File: src/rtl/io_reg_arb_pkg.sv
// Shared types and constants for the IO register write arbiter.
package io_reg_arb_pkg;

    localparam int IO_DATA_W = 8;

    typedef enum logic [1:0] {
        IDLE  = 2'd0,
        WRITE = 2'd1,
        DONE  = 2'd2
    } arb_state_t;

endpackage

File: src/rtl/io_reg_arb_rr_pick.sv
// Combinational round-robin picker: rotate requests so rr_ptr sits at bit 0,
// take the lowest set bit, then rotate the index back.
module rr_pick #(
    parameter int NUM_REQ = 4,
    parameter int ID_W    = $clog2(NUM_REQ)
) (
    input  logic [NUM_REQ-1:0] req,
    input  logic [ID_W-1:0]    rr_ptr,
    output logic               found,
    output logic [ID_W-1:0]    idx
);

    localparam logic [ID_W:0] NREQ_C = NUM_REQ[ID_W:0];

    logic [2*NUM_REQ-1:0] dbl_s;
    logic [NUM_REQ-1:0]   rot_s;
    logic [ID_W-1:0]      off_s;
    logic [ID_W:0]        sum_s;
    logic [ID_W:0]        wrap_s;

    // Rotate, fixed-priority encode (lowest index wins), un-rotate modulo NUM_REQ
    always_comb begin
        dbl_s = {req, req} >> rr_ptr;
        rot_s = dbl_s[NUM_REQ-1:0];
        off_s = '0;
        for (int i = NUM_REQ - 1; i >= 0; i--) begin
            off_s = rot_s[i] ? i[ID_W-1:0] : off_s;
        end
        sum_s  = {1'b0, off_s} + {1'b0, rr_ptr};
        wrap_s = sum_s - NREQ_C;
        idx    = (sum_s >= NREQ_C) ? wrap_s[ID_W-1:0] : sum_s[ID_W-1:0];
        found  = |req;
    end

endmodule

File: src/rtl/io_reg_arb.sv
// Round-robin write arbiter in front of the IO register; each grant runs a
// fixed capture -> write -> acknowledge sequence.
module io_reg_arb
    import io_reg_arb_pkg::*;
#(
    parameter  int NUM_REQ = 4,
    parameter  int DATA_W  = IO_DATA_W,
    localparam int ID_W    = $clog2(NUM_REQ)
) (
    input  logic                      clk,
    input  logic                      rst,
    input  logic [NUM_REQ-1:0]        req,
    input  logic [NUM_REQ*DATA_W-1:0] req_data,
    output logic [NUM_REQ-1:0]        ack,
    output logic [ID_W-1:0]           grant_id,
    output logic                      busy,
    output logic                      wr_en,
    output logic [DATA_W-1:0]         wr_data
);

    localparam logic [ID_W-1:0] LAST_C = ID_W'(NUM_REQ - 1);
    localparam logic [ID_W-1:0] ONE_C  = ID_W'(1);

    arb_state_t          state_q, state_d;
    logic [ID_W-1:0]     rr_ptr_q, rr_ptr_d;
    logic [ID_W-1:0]     grant_q, grant_d;
    logic [DATA_W-1:0]   data_q, data_d;
    logic                found_s;
    logic [ID_W-1:0]     idx_s;

    rr_pick #(
        .NUM_REQ (NUM_REQ),
        .ID_W    (ID_W)
    ) u_pick (
        .req    (req),
        .rr_ptr (rr_ptr_q),
        .found  (found_s),
        .idx    (idx_s)
    );

    // Next-state logic: grant and capture in IDLE, advance the pointer in DONE
    always_comb begin
        state_d  = state_q;
        rr_ptr_d = rr_ptr_q;
        grant_d  = grant_q;
        data_d   = data_q;
        case (state_q)
            IDLE: begin
                if (found_s) begin
                    grant_d = idx_s;
                    data_d  = req_data[idx_s*DATA_W +: DATA_W];
                    state_d = WRITE;
                end else begin
                    state_d = IDLE;
                end
            end
            WRITE: state_d = DONE;
            DONE: begin
                rr_ptr_d = (grant_q == LAST_C) ? '0 : grant_q + ONE_C;
                state_d  = IDLE;
            end
            default: state_d = IDLE;
        endcase
    end

    // State registers; reset abandons any in-flight transaction
    always_ff @(posedge clk) begin
        if (rst) begin
            state_q  <= IDLE;
            rr_ptr_q <= '0;
            grant_q  <= '0;
            data_q   <= '0;
        end else begin
            state_q  <= state_d;
            rr_ptr_q <= rr_ptr_d;
            grant_q  <= grant_d;
            data_q   <= data_d;
        end
    end

    // Outputs decoded purely from registered state
    always_comb begin
        ack      = '0;
        wr_en    = (state_q == WRITE);
        busy     = (state_q != IDLE);
        grant_id = grant_q;
        wr_data  = data_q;
        if (state_q == DONE) begin
            ack[grant_q] = 1'b1;
        end else begin
            ack = '0;
        end
    end

endmodule

File: config.mk
export PLATFORM = sky130hd
export DESIGN_NAME = io_reg_arb
export DESIGN_NICKNAME = d
export VERILOG_FILES = /design/src/rtl/io_reg_arb_pkg.sv /design/src/rtl/io_reg_arb_rr_pick.sv /design/src/rtl/io_reg_arb.sv
export SDC_FILE = /design/constraint.sdc
export NUM_CORES = 1
export LEC_CHECK = 0
export BUFFER_PORTS_ARGS = -buffer_cell sky130_fd_sc_hd__buf_2
export CAP_MARGIN = 20
export CORE_MARGIN = 5
export CORE_UTILIZATION = 40
export CTS_BUF_LIST = sky130_fd_sc_hd__clkbuf_4 sky130_fd_sc_hd__clkbuf_8 sky130_fd_sc_hd__clkbuf_16
export CTS_CLUSTER_SIZE = 40
export DETAILED_ROUTE_END_ITERATION = 10
export GPL_ROUTABILITY_DRIVEN = 1
export GPL_TIMING_DRIVEN = 0
export PLACE_DENSITY = 0.67
export RECOVER_POWER = 25
export SLEW_MARGIN = 20
export SYNTH_ARGS = -nofsm -noshare
export SYNTH_HDL_FRONTEND = slang
export SYNTH_SLANG_ARGS = --single-unit
File: constraint.sdc
create_clock -name clk -period 4.3 [get_ports clk]
set_input_delay 0.215 -clock clk [delete_from_list [all_inputs] [get_ports clk]]
set_output_delay 0.215 -clock clk [all_outputs]
set_load 0.02 [all_outputs]
=== Word level (Yosys, flattened, before mapping) ===
Cells that the tools add are included.

* Input bits: 38
* Output and inout bits: 16
* Register bits after elaboration: 14
* Word-level logic and storage cells: 31

* Reductions and logical operators: 5
* Order comparisons: 3
* $add $sub $neg: 3
* Shift operators: 2
* Equal/unequal tests: 3
* Multiplexer cells: 11

{| class="wikitable"
|+ Operator list
! cell !! number
|-
| $shiftx 32x6->8 || 1
|-
| $mux 2 || 6
|-
| $shr 8x2->4 || 1
|-
| $eq 2x2->1 const B || 2
|-
| $mux 4 || 1
|-
| $pmux 2 s2 || 1
|-
| $reduce_or 4->1 || 1
|-
| $add 2x2->3 || 1
|-
| $ge 3x3->1 const B || 1
|-
| $lt 2x3->1 const B || 1
|-
| $add 2x1->2 const B || 1
|-
| $demux 1 s2 || 1
|-
| $eq 2x1->1 const B || 1
|-
| $ge 2x1->1 const B || 1
|-
| $logic_not 2->1 || 1
|-
| $mux 1 || 2
|-
| $reduce_and 2->1 || 1
|-
| $reduce_bool 2->1 || 1
|-
| $sub 2x1->2 const B || 1
|-
| $logic_and 1x1->1 || 1
|}

=== Longest topological paths before layout ===
Gate-level depths: netlist of the first run.

* Depth in word-level cells: 9
* Mapped depth: 12

=== By module ===
A second synthesis of the first run with hierarchy kept.

* Cell total of the unflattened synthesis: 105
* Area total of the unflattened synthesis: 953.4 sq um

{| class="wikitable"
|+ Modules (own cells, without submodules)
! module !! cells an instance !! area each (sq um) !! instances
|-
| io_reg_arb || 78 || 774.5 || 1
|-
| rr_pick || 27 || 178.9 || 1
|}

=== Least setup slack after synthesis of the first run ===
OpenSTA, ideal clock, no wires.

* Path kind: reg2reg
* Start: register rr_ptr_q[0]
* End: register data_q[0] (netlist: wr_data[0])
* Arrival time: 2.238 ns
* Stages on the path, launching flop included: 12
* Setup slack: 1.940 ns
* Buffers on the path: 3
* Data required time: 4.178 ns
* Path through: dfxtp_1 -> buf_6 -> and2b_2 -> a221oi_1 -> o21ai_0 -> ha_1 -> buf_2 -> buf_2 -> mux2i_1 -> nand2_1 -> mux2i_1 -> o41ai_2

* Word-level cells in the longest chain between the ends: 9
* Elaborated cells on any way between the ends: 10
* Those cells by class: add/sub (2); order compare (1); shift (2); mux (5)

{| class="wikitable"
|+ RTL lines
! element !! line !! source
|-
| from (decl) || io_reg_arb.sv:25 || <nowiki>logic [ID_W-1:0] rr_ptr_q, rr_ptr_d;</nowiki>
|-
| from (signal assigned) || io_reg_arb.sv:75 || <nowiki>rr_ptr_q <= rr_ptr_d;</nowiki>
|-
| $shr 8x2->4 || io_reg_arb_rr_pick.sv:23 || <nowiki>dbl_s = {req, req} >> rr_ptr;</nowiki>
|-
| $mux 2 (4 in series) || io_reg_arb_rr_pick.sv:27 || <nowiki>off_s = rot_s[i] ? i[ID_W-1:0] : off_s;</nowiki>
|-
| $add 2x2->3 (*) || io_reg_arb_rr_pick.sv:29 || <nowiki>sum_s = {1'b0, off_s} + {1'b0, rr_ptr};</nowiki>
|-
| $ge 3x3->1 or $sub 2x1->2 (tied branches) || io_reg_arb_rr_pick.sv:31, io_reg_arb_rr_pick.sv:30 ||
|-
| $mux 2 (*) || io_reg_arb_rr_pick.sv:31 || <nowiki>idx = (sum_s >= NREQ_C) ? wrap_s[ID_W-1:0] : sum_s[ID_W-1:0];</nowiki>
|-
| via idx_s[0] || io_reg_arb.sv:29 || <nowiki>logic [ID_W-1:0] idx_s;</nowiki>
|-
| $shiftx 32x6->8 (*) || io_reg_arb.sv:51 || <nowiki>data_d = req_data[idx_s*DATA_W +: DATA_W];</nowiki>
|-
| to (signal assigned) || io_reg_arb.sv:77 || <nowiki>data_q <= data_d;</nowiki>
|-
| to (decl) || io_reg_arb.sv:27 || <nowiki>logic [DATA_W-1:0] data_q, data_d;</nowiki>
|}

Mark *: on every way through the listed nets, which the timed path passes. The rest lies on a longest branch.
A chain may end at the register's enable or synchronous reset.

=== Worst setup path after layout of the first run ===
* Start: register rr_ptr_q[0]
* End: register data_q[6] (netlist: wr_data[6])

The elaborated chain is that of the path after synthesis.

==> results of run 1 <==
==> flip-flops by register name, indices dropped and copies added, names as in the netlist <==
register / count
wr_data: 8
rr_ptr_q: 2
state_q: 2
grant_id: 2
==> worst max-delay path by stage <==
stage | cells after the start | start | endpoint
after detailed placement | 11 | rr_ptr_q[0] | wr_data[5]
after global placement | 11 | rr_ptr_q[0] | wr_data[0]
final | 11 | rr_ptr_q[0] | wr_data[6]
after floorplan | 11 | rr_ptr_q[0] | wr_data[0]
after global routing | 11 | rr_ptr_q[0] | wr_data[0]
after CTS | 11 | rr_ptr_q[0] | wr_data[0]
==> stage by stage <==
stage	util (%)	total power, mW	cells
after floorplan	-	0.336	155
after global placement	51.0	0.400	252
after detailed placement	51.0	0.402	252
after CTS	51.6	0.482	255
after global routing	51.4	0.511	255
final	51.4	0.471	255
==> cells by family (layout without fill, tap and decap cells) <==
logic type	count (synthesis)	after routing	synth area share [%]
buffers and inverters	17	71	10.6
XOR/XNOR	2	2	1.25
AO/OA/AOI/OAI	19	19	16.6
flip-flops	14	14	20.0
AND/OR/NAND/NOR	71	71	27.8
adder cells (fa/ha/maj)	5	5	4.46
multiplexers	27	27	19.3
==> layout make-up <==
cell class,count,area share (%)
clock buffer,3,1.30
inverter,5,1.09
multi-input combinational,124,56.2
buffer,12,7.53
sequential,14,16.2
tap,46,3.33
timing repair buffer,51,14.3
==> critical path, stage by stage, from the launching register on <==
cell	delay [ns]
dfxtp_1	0.34
buf_6	0.14
and2b_2	0.18
a221oi_1	0.23
o21ai_0	0.13
ha_1	0.28
buf_2	0.25
buf_2	0.35
mux2i_1	0.27
nand2_1	0.08
mux2i_1	0.21
o41ai_2	0.10
==> power groups by stage <==
| stage | combinational (mW) | sequential [mW] | clock [mW] |
|---|---|---|---|
| floorplan | 0.157 | 0.179 | 0 |
| global placement | 0.237 | 0.163 | 0 |
| detailed placement | 0.240 | 0.162 | 0 |
| CTS | 0.240 | 0.159 | 0.0826 |
| global route | 0.260 | 0.162 | 0.0894 |
| finish | 0.234 | 0.159 | 0.0777 |
==> layout by cell type, fill, tap and decap left out, types with 2 or more instances in the layout <==
| cell | synthesis | layout |
|---|---|---|
| nand2b_1 | 2 | 2 |
| a21oi_1 | 2 | 2 |
| nor2b_1 | 3 | 3 |
| clkbuf_8 | 4 | 4 |
| o32ai_2 | 2 | 2 |
| dfxtp_1 | 14 | 14 |
| mux2i_1 | 27 | 27 |
| clkbuf_1 | 0 | 6 |
| buf_4 | 3 | 3 |
| or2_2 | 2 | 2 |
| buf_2 | 2 | 47 |
| nor2_1 | 11 | 11 |
| ha_1 | 5 | 5 |
| inv_1 | 5 | 5 |
| and2_1 | 4 | 4 |
| clkbuf_4 | 0 | 3 |
| and3_2 | 14 | 14 |
| nand3b_1 | 8 | 8 |
| o41ai_2 | 7 | 7 |
| nand2_1 | 22 | 22 |
==> routing by layer <==
metal,global-route usage [%],part of all wire (%)
met1,19.0,49
met2,22.1,44
met3,4.06,5.0
met4,4.56,1.6
met5,0,0
==> flow_metrics.py, run 1 <==
metrics = {
    "outcome": {
        "status": "complete, no violations",
    },
    "sta": {
        "min_period_ns": 2.67,
        "slew_viol_final": 0,
        "whs_ns": 0.128,
        "worst_slack_ns": 1.63,
        "setup-violations-final": 0,
        "hold_viol": 0,
        "skew_ns": 0.00128,
        "slew-limit-headroom_pct": 53.3,
        "worst_slew_pin_slew_ns": 0.696,
        "fmaxAchievable_ghz": 0.374,
        "min_period_over_period_pct": 62.1,
        "rsz0062_at_grt": "false",
        "fin_setup_tns_ns": 0,
    },
    "grt": {
        "grt_max_degree": 11,
        "overflow": 0,
        "grt_use_total_pct": 14.3,
        "grt_pass1_vias": 1228,
        "grt_pass1_wl_um": 5710,
        "antenna_found_initial": 0,
    },
    "finish": {
        "drive_gt1_share_pct": 43.1,
        "multi_input_comb_area_um2": 972,
        "layout.nets": 254,
        "antennaDiodeCount": 0,
        "num-fill-cells": 368,
        "syn2layout_area_growth_pct": 23.4,
        "fin_area_um2": 1730,
        "regArea_um2": 280,
    },
    "power_and_ir_drop": {
        "ir_drop_mv": 0.156,
        "internal_power_mw": 0.287,
        "clkPwrFrac_pct": 16.5,
        "power.switching_mw": 0.184,
        "switching_share_pct": 39.0,
        "power_density_nw_per_um2": 273,
        "seqPwrFrac_pct": 33.8,
        "pwr-share-comb_pct": 49.7,
        "p_leak_nw": 0.874,
    },
    "logic_synthesis": {
        "synthCells": 155,
        "synth_area_leader_cell": "dfxtp_1",
        "synth-edff-count": 0,
        "synth.net_count": 198,
        "synth_commonest_cells": "mux2i_1, nand2_1, and3_2, dfxtp_1, nor2_1",
        "avgSynthCellArea_um2": 9.04,
        "ys.flop_type": "dfxtp_1",
        "synth_seq_cells": 14,
        "yosysMostFrequentCell": "mux2i_1",
        "synth_seq_area_share_pct": 20.0,
        "synth_top_area_share_pct": 20.0,
        "netlist_area_um2": 1400,
        "synth_cell_types": 36,
        "synthArstFlopShare_pct": 0,
        "synth_area_leaders": "dfxtp_1, mux2i_1, o41ai_2, and3_2, nand2_1",
        "yosys_warnings": 0,
    },
    "clock_network": {
        "path_clk_slew_ns": 0.09,
        "clock_latency_ns": 0.29,
        "htree_levels": 1,
        "cts_buffers": 3,
        "clk_path_buf_depth": 2,
        "cts_tree": "built",
        "cts.sinks": 14,
        "post_cts_resized": 0,
        "ctsHoldBuffers": 0,
        "cts_setup_buffers": 0,
        "cts_root_buf": "clkbuf_4",
    },
    "floorplan": {
        "die_area_um2": 4790,
        "die-width_um": 69.2,
        "ios": 54,
        "core_um2": 3360,
        "fp.dieH_um": 69.2,
        "start_util_pct": 41.7,
        "num_rows": 21,
    },
    "job": {
        "maxCapViolCount": 0,
    },
    "worst_setup_path": {
        "worstRegToRegCells": 11,
        "r2r-end": "wr_data[6]",
        "crit_fanout": 10,
        "endpoint_kind": "flop",
        "crit_path_start_kind": "flop",
        "worstReg2RegStart": "rr_ptr_q[0]",
        "worst-r2r-setup-slack_ns": 1.63,
        "worst_ep_arrival_time_ns": 2.85,
        "criticalPathCategory": "flop to flop",
        "critPathRequiredTime_ns": 4.48,
    },
    "placement": {
        "place.port_buffers": 51,
        "dp_slack_ns": 1.59,
        "dp_hpwl_um": 2590,
        "place_congestion": 0.728,
        "placed_area_um2": 1710,
    },
    "routing": {
        "wl_per_cell_um": 13.1,
        "firstDrtPassIters": 4,
        "drt_iter0_drc": 51,
        "vias": 1279,
        "ant_nets": 0,
        "wirelength_um": 3330,
        "viasPerCell": 5.02,
        "drc": 0,
    },
    "min_path": {
        "hold_path_depth": 2,
        "hp-class": "input port to flop",
        "worstHoldStart": "rst",
        "min_to": "state_q[1]",
    },
}
Note: power is estimated with default switching activity, not from simulation.
==> run 2, diff against run 1 <==
PLACE_DENSITY = 0.7   (was 0.67)
clock period = 2.3 ns   (was 4.3 ns; I/O delays follow)
==> run 2 against run 1 <==
Against the previous run: sequential cell count is the same; wire length grew 13%; worst setup slack lost 1.5 ns; utilization grew 7.1 points; total power grew 130%; critical path depth shrank 1; sequential power grew 87%.
==> flow_metrics.py, run 2 (same netlist as run 1, synthesis figures left out) <==
metrics = {
    "routing": {
        "ant_nets": 0,
        "vias": 1363,
        "wirelength_um": 3760,
        "viasPerCell": 5.20,
        "wl_per_cell_um": 14.3,
        "drt_iter0_drc": 38,
        "firstDrtPassIters": 4,
        "drc": 0,
    },
    "finish": {
        "largest_reg_flops": 8,
        "layout_commonest_cell": "buf_2",
        "drive_gt1_share_pct": 51.4,
        "antennaDiodeCount": 0,
        "layout.nets": 260,
        "syn2layout_area_growth_pct": 40.4,
        "final_cell_mix": "buf_2, nand2_1, mux2i_1, dfxtp_1, nor2_1",
    },
    "floorplan": {
        "die-width_um": 69.2,
        "start_util_pct": 41.7,
        "core_um2": 3360,
        "die_area_um2": 4790,
        "fp.dieH_um": 69.2,
        "num_rows": 21,
        "ios": 54,
    },
    "placement": {
        "dp_hpwl_um": 2660,
        "place_congestion": 0.713,
        "place.port_buffers": 51,
    },
    "sta": {
        "slew_viol_final": 0,
        "setup-violations-final": 0,
        "fmaxAchievable_ghz": 0.454,
        "min_period_over_period_pct": 95.8,
        "hold_viol": 0,
        "worst_slew_pin_slew_ns": 0.542,
        "slew-limit-headroom_pct": 63.8,
        "min_period_ns": 2.20,
        "fin_setup_tns_ns": 0,
        "whs_ns": 0.0225,
        "skew_ns": 0.00478,
    },
    "clock_network": {
        "clk_path_buf_depth": 2,
        "clock_latency_ns": 0.29,
        "cts_tree": "built",
        "ctsHoldBuffers": 0,
        "htree_levels": 1,
        "cts_root_buf": "clkbuf_4",
        "cts.sinks": 14,
        "cts_buffers": 3,
        "path_clk_slew_ns": 0.10,
    },
    "grt": {
        "overflow": 0,
        "antenna_found_initial": 0,
        "grt_pass1_wl_um": 5640,
        "grt_max_degree": 11,
        "grt_pass1_vias": 1242,
        "grt_use_total_pct": 13.9,
    },
    "worst_setup_path": {
        "critical_path.startpoint": "rr_ptr_q[0]",
        "endpoint_kind": "flop",
        "critPathRequiredTime_ns": 2.49,
        "worstRegToRegCells": 10,
        "path_cells": "and2b_2, a221oi_2, o21ai_2, ha_4, buf_8, clkbuf_16, mux2i_4, nand2_1, mux2i_1, o41ai_2",
        "worst_ep_arrival_time_ns": 2.39,
        "worstReg2RegStart": "rr_ptr_q[0]",
        "cpLargestDelayFamily": "compound AO/OA/AOI/OAI gates",
        "crit_path_start_kind": "flop",
        "r2r-end": "wr_data[1]",
        "criticalPathCategory": "flop to flop",
        "path_buf_inv": 2,
        "crit_fanout": 7,
        "worst-r2r-setup-slack_ns": 0.1,
        "slowest_delay_ns": 0.38,
        "crit_slowest_cell": "dfxtp_4",
    },
    "power_and_ir_drop": {
        "power_density_nw_per_um2": 541,
        "ir_drop_mv": 0.311,
        "p_leak_nw": 0.927,
    },
    "job": {
        "maxCapViolCount": 0,
    },
    "min_path": {
        "min_to": "state_q[1]",
        "worstHoldStart": "rst",
        "hold_path_depth": 2,
        "hp-class": "input port to flop",
    },
    "outcome": {
        "status": "complete, no violations",
    },
}
==> run 2: changes by cell type in the layout (fill, tap and decap cells not counted), moves of 2 or more <==
cell	delta
mux2i_2	+5
mux2i_1	-8
mux2i_4	+3
and3_4	+4
and3_2	-4
buf_2	-2
buf_4	+3
==> run 2: layer usage <==
| layer | vias up | routed length, um | GRT usage, % |
|---|---|---|---|
| met1 | 637 | 1600 | 17.6 |
| met4 | 0 | 45 | 5.21 |
| met2 | 42 | 1890 | 23.4 |
| li1 | 679 | - | - |
| met5 | - | 0 | 0 |
| met3 | 5 | 222 | 2.46 |
==> run 2: how the worst max path moves through the flow <==
stage | end | slack (ns) | cells past startpoint
after CTS | wr_data[1] | 0.02 | 11
after detailed placement | wr_data[1] | -0.31 | 11
after global routing | wr_data[2] | -0.0004 | 10
final | wr_data[1] | 0.1 | 10
after global placement | wr_data[5] | -0.31 | 11
after floorplan | wr_data[0] | 0.01 | 11
==> run 2: layout make-up <==
cell class	count	area (um2)
flip-flops and latches	14	284
plain buffers	11	144
well taps	46	57.6
multi-input cells	124	1100
repair buffers	58	323
inverters	5	18.8
fillers	343	1400
clock buffers	4	36.3
==> run 2: repair_timing <==
| action | 4_1_cts | 5_1_grt |
|---|---|---|
| gates resized for setup | 11 | 23 |
| pin swaps | 0 | 8 |
| endpoints found under the setup margin | 9 | 9 |
| buffers inserted | 3 | 3 |
| hold endpoints to repair | 0 | 0 |
| gates cloned | 0 | 1 |
==> run 2: per-stage QoR <==
stage | util [%] | instances | instance area [um2] | total power, mW | worst slack [ns]
2_1_floorplan | - | 155 | 1400 | 0.631 | 0.0111
3_3_place_gp | 51.0 | 252 | 1720 | 0.749 | -0.312
3_5_place_dp | 51.0 | 252 | 1720 | 0.753 | -0.306
4_1_cts | 54.2 | 259 | 1820 | 0.983 | 0.0186
5_1_grt | 58.5 | 262 | 1970 | 1.13 | -0.000429
6_report | 58.5 | 262 | 1970 | 1.06 | 0.0958
==> run 2: report_power, final <==
group,leakage [nW],switching (mW),internal [mW]
clock network,0.0210,0.0936,0.0965
registers,0.116,0.0221,0.276
logic,0.790,0.281,0.295
==> run 2: worst register-to-register path: cells and delay by family, from the launching register on <==
family,cells,cell delay [ns]
compound gates,3,0.46
simple gates,2,0.28
mux,2,0.44
fa+ha+maj,1,0.27
buf+inv,2,0.29
flops,1,0.38
==> run 3, diff against run 2 <==
BUFFER_PORTS_ARGS = unset   (was -buffer_cell sky130_fd_sc_hd__buf_2)
DONT_BUFFER_PORTS = 1   (was unset)
PLACE_DENSITY = unset   (was 0.7)
==> run 3 against run 2 <==
Against the previous run: sequential power is 14% higher; register-to-register slack hardly changed; worst hold slack worse by 0.0033 ns; clock-buffer cell count stayed put; utilization is 7.9 points lower; clock skew is 0.0020 ns lower; die area stayed put; fmax is 0.12% higher.
==> flow_metrics.py, run 3 (same netlist as run 1, synthesis figures left out) <==
metrics = {
    "power_and_ir_drop": {
        "ir_drop_mv": 0.302,
        "finalPower_mw": 0.982,
        "p_leak_nw": 0.732,
        "power_density_nw_per_um2": 577,
    },
    "sta": {
        "hold_viol": 0,
        "min_period_over_period_pct": 95.7,
        "fmaxAchievable_ghz": 0.454,
        "slew_viol_final": 0,
        "worst_slew_pin_slew_ns": 0.530,
        "worst_slack_ns": 0.0985,
        "slew-limit-headroom_pct": 64.6,
        "rsz0062_at_grt": "false",
        "min_period_ns": 2.20,
        "whs_ns": 0.0191,
        "setup-violations-final": 0,
        "skew_ns": 0.00278,
        "fin_setup_tns_ns": 0,
    },
    "worst_setup_path": {
        "slowest_delay_ns": 0.39,
        "criticalPathCategory": "flop to flop",
        "worst_ep_arrival_time_ns": 2.39,
        "critPathRequiredTime_ns": 2.49,
        "path_cells": "o311a_2, o21ai_2, ha_4, buf_6, buf_12, mux2i_1, and3_2, o41ai_2",
        "crit_path_start_kind": "flop",
        "worstReg2RegStart": "rr_ptr_q[0]",
        "crit_slowest_cell": "o311a_2",
        "r2r-end": "wr_data[3]",
        "endpoint_kind": "flop",
        "crit_fanout": 7,
        "worstRegToRegCells": 8,
        "worst-r2r-setup-slack_ns": 0.1,
    },
    "routing": {
        "firstDrtPassIters": 4,
        "drt_iter0_drc": 24,
        "drc": 0,
        "wirelength_um": 3620,
        "ant_nets": 0,
        "viasPerCell": 5.69,
        "wl_per_cell_um": 17.2,
        "vias": 1195,
    },
    "min_path": {
        "worstHoldStart": "rst",
        "min_to": "wr_data[7]",
        "hold_path_depth": 2,
        "hp-class": "input port to flop",
    },
    "floorplan": {
        "fp.dieH_um": 69.2,
        "num_rows": 21,
        "die_area_um2": 4790,
        "core_um2": 3360,
        "start_util_pct": 41.7,
        "die-width_um": 69.2,
        "ios": 54,
    },
    "finish": {
        "fin_area_um2": 1700,
        "final_cell_mix": "nand2_1, mux2i_1, and3_2, dfxtp_1, nor2_1",
        "regArea_um2": 284,
        "instances_no_fill": 210,
        "drive_gt1_share_pct": 38.4,
        "multi_input_comb_area_um2": 1090,
        "num-fill-cells": 351,
        "syn2layout_area_growth_pct": 21.3,
        "fin_util_pct": 50.6,
        "layout.nets": 208,
        "largest_reg_flops": 8,
        "antennaDiodeCount": 0,
        "layout_commonest_cell": "nand2_1",
    },
    "placement": {
        "placed_area_um2": 1460,
        "place_congestion": 0.716,
        "dp.cells": 201,
        "dp_hpwl_um": 2580,
        "dp_slack_ns": -0.312,
        "place.port_buffers": 0,
    },
    "clock_network": {
        "cts_buffers": 3,
        "path_clk_slew_ns": 0.09,
        "clock_latency_ns": 0.28,
        "cts.sinks": 14,
        "htree_levels": 1,
        "clk_path_buf_depth": 2,
        "cts_tree": "built",
        "cts_root_buf": "clkbuf_4",
    },
    "grt": {
        "grt_pass1_wl_um": 5880,
        "grt_pass1_vias": 1273,
        "grt-busiest-layer": "met2",
        "grt_use_total_pct": 14.8,
        "overflow": 0,
        "antenna_found_initial": 0,
        "grt_util_met3_pct": 3.33,
        "grt.met2_usage_pct": 25.2,
        "grt_max_degree": 11,
        "met1_usage_pct": 18.3,
    },
    "job": {
        "maxCapViolCount": 0,
    },
    "outcome": {
        "status": "complete, no violations",
    },
}
## run 3: cell count changes in the layout (fill, tap and decap cells not counted), moves of 3 or more
| cell | delta |
|---|---|
| and3_4 | -3 |
| clkbuf_1 | -6 |
| and3_2 | +3 |
| buf_2 | -45 |
## run 3: worst max-delay path by stage
stage / startpoint / to / slack, ns
detailed placement: rr_ptr_q[0] / wr_data[3] / -0.31
floorplan: rr_ptr_q[0] / wr_data[0] / 0.01
global route: rr_ptr_q[0] / wr_data[3] / 0.01
finish: rr_ptr_q[0] / wr_data[3] / 0.1
CTS: rr_ptr_q[0] / wr_data[3] / 0.04
global placement: rr_ptr_q[0] / wr_data[3] / -0.26
## run 3: report_power, final
part	switching, mW	internal [mW]	total, mW
clock network	0.0866	0.0964	0.183
registers	0.0637	0.276	0.340
logic	0.215	0.244	0.459
total	0.366	0.616	0.982
## run 3: cell type report
type | instances | share of cell area, %
tap | 46 | 3.38
clock buffer | 4 | 2.13
sequential | 14 | 16.7
timing repair buffer | 6 | 4.42
buffer | 11 | 8.24
multi-input combinational | 124 | 64.0
inverter | 5 | 1.10
## run 3: metal layers
| metal | share of wire (%) | vias to the layer above |
|---|---|---|
| li1 | - | 575 |
| met1 | 43 | 577 |
| met2 | 50 | 36 |
| met3 | 5.2 | 7 |
| met4 | 1.6 | 0 |
| met5 | 0 | - |
## run 3: worst max-delay path: cells and delay by family (launching register included)
kind | cells | cell delay (ns)
AOI/OAI and AO/OA | 3 | 0.90
adders and majority gates | 1 | 0.22
buffers and inverters | 2 | 0.27
DFF | 1 | 0.37
muxes | 1 | 0.13
and+or+nand+nor | 1 | 0.22
## run 3: what timing repair did
item                                    4_1_cts  5_1_grt
endpoints found under the setup margin        9        8
gates cloned                                  0        1
hold endpoints to repair                      1        0
resized for setup                            16       11
pin swaps                                     2        6
hold buffers                                  1        0
buffers inserted                              2        2
